**config.mk**
```make
export PLATFORM = sky130hd
export DESIGN_NAME = matrix_dot_engine
export DESIGN_NICKNAME = d
export VERILOG_FILES = /design/src/rtl/matrix_pkg.sv /design/src/rtl/matrix_dot_engine_mac_unit.sv /design/src/rtl/matrix_dot_engine.sv
export SDC_FILE = /design/constraint.sdc
export NUM_CORES = 2
export LEC_CHECK = 0
export BUFFER_PORTS_ARGS = -buffer_cell sky130_fd_sc_hd__buf_2
export CAP_MARGIN = 20
export CORE_MARGIN = 2
export CORE_UTILIZATION = 45
export CTS_CLUSTER_DIAMETER = 40
export DETAILED_ROUTE_END_ITERATION = 12
export PLACE_DENSITY = 0.71
export RECOVER_POWER = 50
export SLEW_MARGIN = 20
export SYNTH_ARGS = -nofsm -noshare
export SYNTH_HDL_FRONTEND = slang
export SYNTH_HIERARCHICAL = 1
export SYNTH_SLANG_ARGS = --single-unit
```
**constraint.sdc**
```tcl
create_clock -name inter_refclk -period 45.9 [get_ports inter_refclk]
set_input_delay 6.885 -clock inter_refclk [delete_from_list [all_inputs] [get_ports inter_refclk]]
set_output_delay 6.885 -clock inter_refclk [all_outputs]
set_load 0.05 [all_outputs]
```
**src/rtl/matrix_pkg.sv**
```systemverilog
`default_nettype none
// ============================================================================
// Module      : matrix_pkg
// Description : Shared widths, FSM state encoding and element-extraction
//               helper for the matrix dot-product engine.
// Revision    : 1.0 - initial release
// ============================================================================
package matrix_pkg;

    // Element width and maximum matrix dimensions
    localparam int ELEM_W    = 8;
    localparam int MAX_N     = 32;   // inner dimension (A row / B column length)
    localparam int MAX_M     = 32;   // rows of A
    localparam int MAX_P     = 32;   // columns of B
    localparam int ACC_WIDTH = 2 * ELEM_W + $clog2(MAX_N);
    localparam int EIDX_W    = $clog2(MAX_N * ELEM_W);

    // FSM state encoding
    typedef logic [2:0] state_t;
    localparam state_t ST_IDLE = 3'd0;
    localparam state_t ST_REQ  = 3'd1;
    localparam state_t ST_WAIT = 3'd2;
    localparam state_t ST_MAC  = 3'd3;
    localparam state_t ST_EMIT = 3'd4;

    // Element e of a packed vector lives at bits [e*ELEM_W +: ELEM_W]
    function automatic logic [ELEM_W-1:0] get_elem(
        input logic [MAX_N*ELEM_W-1:0]  vec,
        input logic [$clog2(MAX_N)-1:0] e
    );
        logic [EIDX_W-1:0] base;
        base = EIDX_W'(e) * EIDX_W'(ELEM_W);
        return vec[base +: ELEM_W];
    endfunction

endpackage
`default_nettype wire

```
**src/rtl/matrix_dot_engine_mac_unit.sv**
```systemverilog
`default_nettype none
// ============================================================================
// Module      : mac_unit
// Description : Registered unsigned multiply-accumulator. Clear zeroes the
//               accumulator, enable adds a*b zero-extended to ACC_W.
// Revision    : 1.0 - initial release
// ============================================================================
module mac_unit #(
    parameter int ELEM_W = 8,
    parameter int ACC_W  = 21
) (
    input  logic              clk,
    input  logic              rst,
    input  logic              i_clear,
    input  logic              i_enable,
    input  logic [ELEM_W-1:0] i_a,
    input  logic [ELEM_W-1:0] i_b,
    output logic [ACC_W-1:0]  o_acc
);

    logic [2*ELEM_W-1:0] w_prod;
    logic [ACC_W-1:0]    r_acc;

    assign w_prod = i_a * i_b;
    assign o_acc  = r_acc;

    // Accumulator: clear has priority over accumulate
    always_ff @(posedge clk or posedge rst) begin
        if (rst) begin
            r_acc <= '0;
        end else if (i_clear) begin
            r_acc <= '0;
        end else if (i_enable) begin
            r_acc <= r_acc + ACC_W'(w_prod);
        end
    end

endmodule
`default_nettype wire

```
**src/rtl/matrix_dot_engine.sv**
```systemverilog
`default_nettype none
// ============================================================================
// Module      : matrix_dot_engine
// Description : Walks C = A*B one element at a time: requests an A row and
//               a B column, waits for the loader, MACs K pairs serially and
//               emits the result with its (row, col) index.
// Revision    : 1.0 - initial release
// ============================================================================
module matrix_dot_engine
    import matrix_pkg::*;
#(
    parameter int MAX_ELEMENT_SIZE = ELEM_W,
    parameter int MAX_ROW_SIZE_A   = MAX_N,
    parameter int MAX_COL_SIZE_A   = MAX_M,
    parameter int MAX_COL_SIZE_B   = MAX_P,
    parameter int ACC_W            = 2 * MAX_ELEMENT_SIZE + $clog2(MAX_ROW_SIZE_A)
) (
    input  logic                                     inter_refclk,
    input  logic                                     rst,
    input  logic                                     start,
    input  logic [$clog2(MAX_COL_SIZE_A):0]          dim_m,
    input  logic [$clog2(MAX_ROW_SIZE_A):0]          dim_k,
    input  logic [$clog2(MAX_COL_SIZE_B):0]          dim_n,
    output logic                                     requested_a_row,
    output logic                                     requested_b_col,
    output logic [$clog2(MAX_COL_SIZE_A)-1:0]        a_idx,
    output logic [$clog2(MAX_COL_SIZE_B)-1:0]        b_idx,
    input  logic                                     complete,
    input  logic [MAX_ROW_SIZE_A*MAX_ELEMENT_SIZE-1:0] a_row_in,
    input  logic [MAX_ROW_SIZE_A*MAX_ELEMENT_SIZE-1:0] b_col_in,
    output logic [ACC_W-1:0]                         result_out,
    output logic                                     result_valid,
    output logic                                     busy,
    output logic                                     done
);

    localparam int N_W  = $clog2(MAX_ROW_SIZE_A);
    localparam int M_IW = $clog2(MAX_COL_SIZE_A);
    localparam int P_IW = $clog2(MAX_COL_SIZE_B);
    localparam int VEC_W = MAX_ROW_SIZE_A * MAX_ELEMENT_SIZE;
    localparam logic [N_W:0] c_K_MAX = (N_W+1)'(MAX_ROW_SIZE_A);

    state_t            r_state;
    logic [M_IW:0]     r_m;
    logic [N_W:0]      r_k;
    logic [P_IW:0]     r_n;
    logic [M_IW-1:0]   r_a_idx;
    logic [P_IW-1:0]   r_b_idx;
    logic [N_W-1:0]    r_e;
    logic [VEC_W-1:0]  r_a_vec;
    logic [VEC_W-1:0]  r_b_vec;
    logic              r_done;

    logic              w_latch;
    logic              w_mac_en;
    logic              w_last_e;
    logic              w_last_col;
    logic              w_last_row;
    logic [ACC_W-1:0]  w_acc;

    assign w_latch    = (r_state == ST_WAIT) && complete;
    assign w_mac_en   = (r_state == ST_MAC);
    assign w_last_e   = ({1'b0, r_e} == r_k - 1'b1);
    assign w_last_col = ({1'b0, r_b_idx} == r_n - 1'b1);
    assign w_last_row = ({1'b0, r_a_idx} == r_m - 1'b1);

    assign requested_a_row = (r_state == ST_REQ);
    assign requested_b_col = (r_state == ST_REQ);
    assign result_valid    = (r_state == ST_EMIT);
    assign busy            = (r_state != ST_IDLE);
    assign done            = r_done;
    assign a_idx           = r_a_idx;
    assign b_idx           = r_b_idx;
    assign result_out      = w_acc;

    mac_unit #(
        .ELEM_W (MAX_ELEMENT_SIZE),
        .ACC_W  (ACC_W)
    ) u_mac (
        .clk      (inter_refclk),
        .rst      (rst),
        .i_clear  (w_latch),
        .i_enable (w_mac_en),
        .i_a      (get_elem(r_a_vec, r_e)),
        .i_b      (get_elem(r_b_vec, r_e)),
        .o_acc    (w_acc)
    );

    // Sequencer: dims latch, request/wait/MAC/emit loop and index walk
    always_ff @(posedge inter_refclk or posedge rst) begin
        if (rst) begin
            r_state <= ST_IDLE;
            r_m     <= '0;
            r_k     <= '0;
            r_n     <= '0;
            r_a_idx <= '0;
            r_b_idx <= '0;
            r_e     <= '0;
            r_a_vec <= '0;
            r_b_vec <= '0;
            r_done  <= 1'b0;
        end else begin
            r_done <= 1'b0;
            case (r_state)
                ST_IDLE: begin
                    if (start) begin
                        r_m <= dim_m;
                        r_n <= dim_n;
                        r_k <= (dim_k > c_K_MAX) ? c_K_MAX : dim_k;
                        if (dim_m == '0 || dim_k == '0 || dim_n == '0) begin
                            r_done <= 1'b1;
                        end else begin
                            r_a_idx <= '0;
                            r_b_idx <= '0;
                            r_state <= ST_REQ;
                        end
                    end
                end
                ST_REQ: begin
                    // complete is deliberately ignored here: it may still be
                    // high from the previous element's transfer
                    r_state <= ST_WAIT;
                end
                ST_WAIT: begin
                    if (complete) begin
                        r_a_vec <= a_row_in;
                        r_b_vec <= b_col_in;
                        r_e     <= '0;
                        r_state <= ST_MAC;
                    end
                end
                ST_MAC: begin
                    r_e <= r_e + 1'b1;
                    if (w_last_e) begin
                        r_state <= ST_EMIT;
                    end
                end
                ST_EMIT: begin
                    if (w_last_col) begin
                        r_b_idx <= '0;
                        if (w_last_row) begin
                            r_a_idx <= '0;
                            r_done  <= 1'b1;
                            r_state <= ST_IDLE;
                        end else begin
                            r_a_idx <= r_a_idx + 1'b1;
                            r_state <= ST_REQ;
                        end
                    end else begin
                        r_b_idx <= r_b_idx + 1'b1;
                        r_state <= ST_REQ;
                    end
                end
                default: begin
                    r_state <= ST_IDLE;
                end
            endcase
        end
    end

endmodule
`default_nettype wire

```
Word level (Yosys, flattened, before mapping)
Cells that the tools add are included.
Cells by class
  add/subtract/negate cells: 7
  multipliers: 1
  magnitude comparators: 1
  eq/ne operators: 12
  shift operators: 2
  mux-type cells: 24
  reduce and logical (&&, ||, !) cells: 17
Operators with widths (number)
  $shiftx A256 B9 Y8: 2
  $mux W21: 2
  $mux W5: 6
  $pmux W5 S2: 3
  $add A21 B16 Y21: 1
  $eq A5 B6 Y1: 3
  $logic_not A6 Y1: 3
  $sub A6 B1 Y6 const B: 3
  $mul A8 B8 Y16: 1
  $add A5 B1 Y5 const B: 3
  $mux W3: 5
  $pmux W3 S5: 1
  $ne A2 B2 Y1 const B: 4
  $reduce_and A4 Y1: 2
  $eq A3 B2 Y1 const B: 2
  $gt A6 B6 Y1 const B: 1
  $mux W6: 1
  $reduce_and A2 Y1: 3
  $reduce_bool A2 Y1: 3
  $mux W1: 5
  $eq A3 B1 Y1 const B: 1
  $eq A3 B3 Y1 const B: 1
  $logic_not A3 Y1: 1
  $reduce_and A3 Y1: 1
  other kinds (5): 6
Storage, ports and cells
  register bits: 570
  input port bits: 534
  output and inout port bits: 36
  word-level logic and storage cells: 75

Longest topological paths before layout
  depth in word-level cells: 6
  depth in mapped cells: 25
  depth with buffers taken out: 21

Modules after synthesis
Netlist, hierarchy kept.
Modules (own cells, without submodules)
  matrix_dot_engine: times used 1, cells each 1707, area an instance 25184.2 um^2, seq. area each 13738.2 um^2
  mac_unit: times used 1, cells each 423, area an instance 3706.1 um^2, seq. area each 525.5 um^2

Worst setup path after synthesis
Ideal clock, no wire load.
  path kind: input to register
  from: input port complete
  to: register u_mac.r_acc[0] (netlist: u_mac/o_acc[0])
  library setup time: 0.132 ns
  arrival time: 8.797 ns
  data required time: 45.768 ns
  path slack: 36.971 ns
  cell stages on the path: 9
  path buffers: 6
  cell sequence: inv_1 > nor3b_1 > clkbuf_1 > clkbuf_1 > buf_2 > clkbuf_1 > clkbuf_1 > buf_1 > nor2_1
On the way
  longest elaborated chain between the ends: 2
  elaborated cells between the ends (all ways): 3
  classes of those cells: mux: 1; reduce/logical: 2
RTL lines
  start, declared: line matrix_dot_engine.sv:28  | input logic complete,
  $logic_and A1 B1 Y1 (*): line matrix_dot_engine.sv:61  | assign w_latch = (r_state == ST_WAIT) && complete;
  named net w_latch: line matrix_dot_engine.sv:54  | logic w_latch;
  $mux W21 / $reduce_bool A2 Y1 (equally long branches)
  end signal, assigned: line matrix_dot_engine_mac_unit.sv:34  | r_acc <= r_acc + ACC_W'(w_prod);
  end, declared: line matrix_dot_engine_mac_unit.sv:22  | logic [ACC_W-1:0] r_acc;
Mark *: on every way through the listed nets, which the timed path passes. The rest lies on a longest branch.
A chain may end at the register's enable or synchronous reset.

==> run_results.csv <==
group,metric,value,unit
status,outcome,"complete, but fails checks",
status,failed_checks,"capacitance limit, slew limit",
drt,antenna_left,0,
worst_setup_path,critPathArrivalTime,18.73,ns
timing,final.setup.tns,0,ns
timing,number_of_failing_hold_endpoints_at_the_final_stage,0,
drt,routed_wirelength,84.7,mm
layout,areaGrowthSynthToFinish,23.6,%
die,die_area,0.0662,mm²
timing,grt_setup_unrepaired,"false",
logic_synthesis,async_s_r_ff_share_synth,100,%
layout,final_net_count,3316,
logic_synthesis,yosysMostFrequentCell,"sky130_fd_sc_hd__dfrtp_1",
placed_design,dp_hpwl,61.9,mm
drt,drt_iter0_drc,1213,
clocking,depth_of_the_cts_h_tree,3,
worst_setup_path,cp_data_required_time,46.53,ns
die,core,0.0633,mm²
clocking,cts_buffers,91,
logic_synthesis,synth_cells,2130,
logic_synthesis,ys_ff_latch,570,
logic_synthesis,yosysUniqueCellTypes,74,
timing,max_clock_freq,0.0553,GHz
clocking,tritoncts_num_sinks,570,
timing,post-route-period-util,39.4,%
timing,timing.final.crit_period,18.10,ns
global_routing,grt_util_all_layers,25.3,%
logic_synthesis,mappedNetlistArea,0.0289,mm²
worst_setup_path,crit_path_cell_trace,"clkbuf_1 > clkinvlp_2 > clkbuf_1 > buf_4 > buf_4",
timing,worst_clock_skew,0.0323,ns
clocking,ctsHoldBuffers,0,
logic_synthesis,ys_warn_count,6,
global_routing,gr-total-overflow,0,
global_routing,grt_start_max_net_pins,178,
logic_synthesis,syn_nets,2761,
logic_synthesis,seq_area_frac_synth,49.4,%
logic_synthesis,synth_top_area_share,49.4,%
logic_synthesis,synth.area.top_cells,"sky130_fd_sc_hd__dfrtp_1 49%, sky130_fd_sc_hd__mux2_2 20%, sky130_fd_sc_hd__mux4_2 6.2%",
worst_setup_path,crit_path_top_delay_cell,"sky130_fd_sc_hd__clkbuf_1",
drt,remaining_drc_errors,0,
clocking,postCtsSetupRepairBufs,0,
layout,final_layout_size_suffix_gt1_share,48.5,%
clocking,path_clk_slew,0.06,ns
die,floorplan.rows,92,
clocking,clk_tree_root_cell,"sky130_fd_sc_hd__clkbuf_16",
clocking,cts_tree,"done",
logic_synthesis,synth_top_area_cell,"sky130_fd_sc_hd__dfrtp_1",
worst_setup_path,crit_path_start_kind,"primary input",
die,floorplan.initialDensity,45.6,%
drt,wl_per_cell,23.2,µm
global_routing,antenna_found_initial,57,
logic_synthesis,synthesis.area_per_instance,13.6,µm²
global_routing,wire_length_of_the_first_global_routing_pass,129,mm
placed_design,global_placer_s_final_weighted_congestion,0.857,
drt,dr_total_vias,20200,
placed_design,port_buffers,569,
timing,number_of_setup_violations_in_the_final_report,0,
clocking,ctsResizeCount,0,
die,die_y,257,µm
worst_hold_path,timing.hold.worst.class,"register to register",
clocking,clk_latency,0.64,ns
logic_synthesis,synth_edf_count,0,
worst_setup_path,path_max_fanout,177,
run,maxCapViolations,8,
drt,dr.pass1.iters,5,
logic_synthesis,synth_flop_cell,"sky130_fd_sc_hd__dfrtp_1",
timing,max-slew-margin-rel,-519,%
worst_setup_path,setup.worst_path.end_class,"asynchronous set/reset pin",
die,boundaryPins,570,
drt,viasPerCell,5.55,
timing,worst_slew_pin_slew,9.28,ns
clocking,max-clock-path-buffers,3,
logic_synthesis,commonest_cells_in_the_netlist,"570 x sky130_fd_sc_hd__dfrtp_1, 525 x sky130_fd_sc_hd__mux2_2, 116 x sky130_fd_sc_hd__inv_1",
worst_setup_path,timing_worst_setup_path_type,"primary input to asynchronous set/reset pin",
worst_setup_path,timing.critical_path.slowest_cell_delay,6.63,ns
timing,slew_violations,669,
global_routing,grt_pass1_vias,21600,
die,die_w,257,µm
==> stage by stage <==
step / hold slack [ns] / worst slack, ns / cells / utilization (%) / area, µm²
2_1_floorplan: 0.473 / 23.67 / 2130 / - / 28900
3_3_place_gp: 0.484 / 34.60 / 3438 / 51.2 / 32400
3_5_place_dp: 0.491 / 34.54 / 3438 / 51.2 / 32400
4_1_cts: 0.504 / 35.18 / 3606 / 56.4 / 35700
5_1_grt: 0.508 / 25.35 / 3644 / 56.4 / 35700
6_report: 0.499 / 27.80 / 3648 / 56.4 / 35700
==> worst max-delay path, delay by kind of cell <==
family | cells | cell delay (ns)
buffers and inverters | 5 | 11.55
==> final timing paths <==
path | end | cells after the start | startpoint | slack [ns]
hold reg to reg | r_a_vec[185] | 1 | r_a_vec[185] | 0.50
max in group inter_refclk | r_a_vec[88] | 7 | complete | 32.13
setup reg to reg | u_mac/o_acc[19] | 21 | r_e[0] | 36.43
hold / removal | r_a_vec[185] | 1 | r_a_vec[185] | 0.50
setup / recovery | r_b_vec[224] | 5 | rst | 27.80
min in group asynchronous | u_mac/o_acc[9] | 2 | rst | 6.42
==> cells by family (layout without fill, tap and decap cells) <==
family	Yosys count	in the layout	synth area share (%)
multiplexers	711	711	30.4
flip-flops	570	570	49.4
AO/OA/AOI/OAI	245	245	6.09
buffers and inverters	244	874	3.46
AND/OR/NAND/NOR	234	234	4.32
adder cells (fa/ha/maj)	97	97	5.50
XOR/XNOR	29	29	0.879
other	0	42	0
==> cell usage in the layout (no fill, tap or decap), types with 13 or more instances in the layout <==
cell	Yosys	routed
sky130_fd_sc_hd__nor2_1	27	27
sky130_fd_sc_hd__diode_2	0	42
sky130_fd_sc_hd__o22ai_1	34	34
sky130_fd_sc_hd__a211oi_1	20	20
sky130_fd_sc_hd__buf_2	64	531
sky130_fd_sc_hd__ha_1	47	47
sky130_fd_sc_hd__a21oi_1	31	31
sky130_fd_sc_hd__inv_1	116	115
sky130_fd_sc_hd__clkbuf_1	52	51
sky130_fd_sc_hd__mux2i_1	106	106
sky130_fd_sc_hd__a21o_1	26	26
sky130_fd_sc_hd__o21ai_0	43	44
sky130_fd_sc_hd__o221ai_1	49	49
sky130_fd_sc_hd__mux4_2	80	80
sky130_fd_sc_hd__dfrtp_1	570	567
sky130_fd_sc_hd__clkbuf_16	0	91
sky130_fd_sc_hd__fa_1	50	50
sky130_fd_sc_hd__buf_4	1	14
sky130_fd_sc_hd__mux2_2	525	525
sky130_fd_sc_hd__bufinv_16	0	13
sky130_fd_sc_hd__and2_1	37	37
sky130_fd_sc_hd__nand2b_1	15	14
sky130_fd_sc_hd__nand3_1	19	19
sky130_fd_sc_hd__xnor2_1	17	17
sky130_fd_sc_hd__nand2_1	78	77
==> flip-flops by register name (all words and copies together), names as in the netlist <==
| register | count |
|---|---|
| r_state | 3 |
| b_idx | 5 |
| a_idx | 5 |
| r_a_vec | 256 |
| r_e | 5 |
| r_m | 6 |
| r_n | 6 |
| done | 1 |
| r_b_vec | 256 |
| u_mac/o_acc | 21 |
| r_k | 6 |
==> per-layer routing <==
metal / share of wire (%) / track usage, % / wire length (µm)
met2: 51 / 42.8 / 43400
met5: 0.22 / 0 / 184
met4: 3.2 / 9.91 / 2730
met3: 5.2 / 5.89 / 4370
met1: 40 / 31.5 / 34000
==> layout make-up <==
class	count	area (µm²)
timing repair buffer	590	2950
inverter	116	437
sequential	570	14300
clock buffer	107	2430
tap	846	1060
antenna	42	105
multi-input combinational	1316	13600
clock inverter	61	842
fill	5158	27600
Power is left out: the tool's default activity adds up to more than one toggle a clock period on the data nets, which glitch-free logic cannot reach.
